$ cat src/rtl/serial_add_ctrl.sv
// rtl/serial_add_ctrl.sv - bit-serial W-bit adder sequencer around one full-adder cell
// Optional subtract mode and sub port are enabled by defining SERIAL_SUB_EN.
module serial_add_ctrl #(
   parameter int W = 4
) (
   input  logic         clk,
   input  logic         rst_n,
   input  logic         start,
   input  logic [W-1:0] a,
   input  logic [W-1:0] b,
   input  logic         cin,
   output logic         ready,
   output logic         busy,
   output logic         done,
   output logic [W-1:0] sum,
   output logic         cout
`ifdef SERIAL_SUB_EN
   ,
   input  logic         sub
`endif
);

   localparam int CNT_W = $clog2(W + 1);
   localparam logic [CNT_W-1:0] CNT_LAST = CNT_W'(W - 1);

   typedef enum logic [1:0] {
      ST_IDLE  = 2'd0,
      ST_SHIFT = 2'd1,
      ST_DONE  = 2'd2
   } state_t;

   state_t state, state_nxt;

   logic [W-1:0]     a_sr, b_sr, s_sr;
   logic             c;
   logic [CNT_W-1:0] cnt;

   logic             load, shift, finish;
   logic             fa_sum, fa_co;
   logic [W-1:0]     b_load;
   logic             c_load;

   // Subtraction is a + ~b + 1, so only the captured B and carry differ.
`ifdef SERIAL_SUB_EN
   assign b_load = sub ? ~b : b;
   assign c_load = sub ? 1'b1 : cin;
`else
   assign b_load = b;
   assign c_load = cin;
`endif

   assign fa_sum = a_sr[0] ^ b_sr[0] ^ c;
   assign fa_co  = (a_sr[0] & b_sr[0]) | (a_sr[0] & c) | (b_sr[0] & c);

   always_ff @(posedge clk or negedge rst_n) begin
      if (!rst_n) begin
         state <= ST_IDLE;
      end else begin
         state <= state_nxt;
      end
   end

   always_comb begin
      state_nxt = state;
      ready     = 1'b0;
      busy      = 1'b0;
      load      = 1'b0;
      shift     = 1'b0;
      finish    = 1'b0;
      case (state)
         ST_IDLE: begin
            ready = 1'b1;
            if (start) begin
               load      = 1'b1;
               state_nxt = ST_SHIFT;
            end
         end
         ST_SHIFT: begin
            busy  = 1'b1;
            shift = 1'b1;
            if (cnt == CNT_LAST) begin
               state_nxt = ST_DONE;
            end
         end
         ST_DONE: begin
            finish    = 1'b1;
            state_nxt = ST_IDLE;
         end
         default: begin
            state_nxt = ST_IDLE;
         end
      endcase
   end

   // Result bits enter at the MSB so after W shifts s_sr holds the sum in place.
   always_ff @(posedge clk or negedge rst_n) begin
      if (!rst_n) begin
         a_sr <= '0;
         b_sr <= '0;
         s_sr <= '0;
         c    <= 1'b0;
         cnt  <= '0;
         sum  <= '0;
         cout <= 1'b0;
         done <= 1'b0;
      end else begin
         done <= finish;
         if (load) begin
            a_sr <= a;
            b_sr <= b_load;
            c    <= c_load;
            cnt  <= '0;
         end else if (shift) begin
            a_sr <= {1'b0, a_sr[W-1:1]};
            b_sr <= {1'b0, b_sr[W-1:1]};
            s_sr <= {fa_sum, s_sr[W-1:1]};
            c    <= fa_co;
            cnt  <= cnt + CNT_W'(1);
         end
         if (finish) begin
            sum  <= s_sr;
            cout <= c;
         end
      end
   end

endmodule

$ cat config.mk
export PLATFORM = sky130hd
export DESIGN_NAME = serial_add_ctrl
export DESIGN_NICKNAME = d
export VERILOG_FILES = /design/src/rtl/serial_add_ctrl.sv
export SDC_FILE = /design/constraint.sdc
export NUM_CORES = 1
export LEC_CHECK = 0
export ABC_AREA = 1
export CAP_MARGIN = 20
export CORE_ASPECT_RATIO = 0.8
export CORE_MARGIN = 2
export CORE_UTILIZATION = 53
export DETAILED_ROUTE_END_ITERATION = 16
export HOLD_SLACK_MARGIN = 0.12
export PLACE_DENSITY = 0.86
export SETUP_SLACK_MARGIN = 0.02
export SYNTH_ARGS = -nofsm -noshare
export SYNTH_HDL_FRONTEND = slang
export SYNTH_SLANG_ARGS = --single-unit
$ cat constraint.sdc
create_clock -name clk -period 3.28 [get_ports clk]
set_clock_uncertainty 0.2 [all_clocks]
set_input_delay 0.82 -clock clk [delete_from_list [all_inputs] [get_ports clk]]
set_output_delay 0.82 -clock clk [all_outputs]
set_load 0.02 [all_outputs]
==> impl_metrics.json <==
{
  "outcome": "complete, no violations",
  "crit_arrival_ps": 1760,
  "die_area_sq_mm": 0.002352,
  "irDropWorstVdd_mv": 0.5364,
  "min_period_ps": 2778,
  "cts_resized": 0,
  "cts_root_buf": "clkbuf_4",
  "clk_pin_slew_worst_paths_ps": 120,
  "critPathCaptureType": "output port",
  "path_max_fanout": 13,
  "wl_per_cell_um": 11.44,
  "cts_tree": "built",
  "postLayoutCellArea_sq_mm": 0.001301,
  "syn_area_per_cell_sq_um": 8.962,
  "rows": 14,
  "leakage_nw": 0.6614,
  "htreeDepth": 1,
  "nets": 154,
  "syn_nets": 132,
  "clock.fmax_ghz": 0.3600,
  "clk-insertion-delay-late_ps": 320,
  "drive_above_1_share_pct": 7.971,
  "relSlewSlack_pct": 65.51,
  "hold_path_class": "reg -> reg",
  "ff_latch_area_sq_um": 600.6,
  "p_per_area_mw_per_mm2": 893.5,
  "finalSetupViolations": 0,
  "worstPathRequired_ps": 2260,
  "mostFrequentLayoutCells": "44 x nand2_1, 24 x dfrtp_1, 19 x clkdlybuf4s50_1",
  "hold_viol_final": 0,
  "drv_slew": 0,
  "stdcell_count": 162,
  "ys_types": 16,
  "dr.first_iter.drc_count": 21,
  "via_per_inst": 5.167,
  "clock_path_buffers": 2,
  "cap_violations": 0,
  "wl_um": 1854,
  "worstMarginPinSlew_ps": 517.3,
  "drc_errors": 0,
  "place_inst": 158,
  "ios": 20,
  "grt_pass1_wl_um": 3291,
  "mostFrequentLayoutCell": "nand2_1",
  "grtUsageTotal_pct": 19.68,
  "vias": 837,
  "synth.cell_area_sq_mm": 0.001049,
  "diodes": 0,
  "path_class": "reg -> out",
  "overflow": 0,
  "hold_buffers": 0,
  "final_util_pct": 69.43,
  "n_fill_cell": 154,
  "fin_tns_setup_ps": 0,
  "antenna_found_initial": 0,
  "yosys_warnings": 0,
  "clock_sinks": 24,
  "synthesis.instances": 117,
  "first_pass_iters": 4,
  "ant_nets": 0,
  "holdWs_ps": 288.0,
  "initial_core_util_pct": 55.94,
  "gp_congestion": 0.8476,
  "die_h_um": 43.78,
  "io_buffer_count": 19,
  "core_area_sq_mm": 0.001874,
  "multi_input_area_sq_um": 367.9,
  "grt_max_degree": 25,
  "syn2layout_area_growth_pct": 24.11,
  "grt_pass1_vias": 777,
  "rsz0062_at_grt": "false",
  "fin_crit_sh_pct": 84.69,
  "seq_area_frac_synth_pct": 57.28,
  "yosys_register_bits": 24,
  "place_area_sq_mm": 0.001249,
  "dp_hpwl_um": 1368,
  "postCtsSetupRepairBufs": 0,
  "die_x_um": 53.73,
  "crit_path_start_kind": "register",
  "cts_buffers": 3
}
==> worst paths after layout <==
kind | startpoint | to | slack (ps) | cells past startpoint
worst min-delay path | b_sr[3] | b_sr[3] | 290 | 2
min in group asynchronous | rst_n | sum[1] | 640 | 2
worst max register to register | state[0] | a_sr[2] | 1840 | 6
worst max-delay path | state[0] | busy | 500 | 3
worst min register to register | b_sr[3] | b_sr[3] | 290 | 2
max in group asynchronous | rst_n | b_sr[2] | 2000 | 2
==> through the flow <==
stage	power, W	setup WS [ps]
3_5_place_dp	0.0009624	838.5
2_1_floorplan	0.0008167	1512
5_1_grt	0.001264	381.7
6_report	0.001163	502.1
4_1_cts	0.001178	471.4
3_3_place_gp	0.0009401	878.0
==> registers in the layout (all words and copies together), names as in the netlist <==
signal / cells
cout: 1
sum: 4
a_sr: 4
b_sr: 4
cnt: 3
s_sr: 4
state: 2
c: 1
done: 1
==> worst max-delay path, cell delays in order, from the launching register on <==
cell,delay (ps)
dfrtp_1,470
inv_2,80
nor2_4,230
clkdlybuf4s50_1,660
==> metal layers <==
metal | up-vias | global-route usage (%) | share of wire (%)
li1 | 416 | - | -
met4 | 0 | 4.615 | 1.1
met2 | 32 | 33.66 | 46
met3 | 4 | 6.207 | 6.9
met5 | - | 0 | 0
met1 | 385 | 24.14 | 46
==> kinds of logic after synthesis <==
group | synth area share (%)
AOI/OAI and AO/OA | 5.608
DFF | 57.28
adders and majority gates | 4.296
buffers and inverters | 7.637
and+or+nand+nor | 25.18
==> where the power goes <==
part / switching (W) / leakage, nW / internal, W
registers: 0.0000764 / 0.310 / 0.000413
clock network: 0.0000891 / 0.0279 / 0.000124
logic: 0.000267 / 0.324 / 0.000194
==> cell usage after synthesis <==
cell type  instances  area share (%)
nor2_4             1             1.1
nand3_1           16             7.6
buf_6              2             2.1
nand2_1           44              16
o21ai_0            6             2.9
inv_2              3             1.1
inv_1              9             3.2
o21ai_1            3             1.4
fa_1               1             1.9
ha_1               2             2.4
buf_4              1            0.72
nor2_1             2            0.72
o21ai_2            1            0.84
buf_2              1            0.48
dfrtp_1           24              57
a21oi_1            1            0.48
==> cell type report <==
type / count / area share (%)
clock buffer: 3 / 1.731
clock inverter: 1 / 2.308
inverter: 12 / 3.462
multi-input combinational: 77 / 28.27
sequential: 24 / 46.15
tap: 24 / 2.308
timing repair buffer: 21 / 15.77
Note: power is estimated with default switching activity, not from simulation.
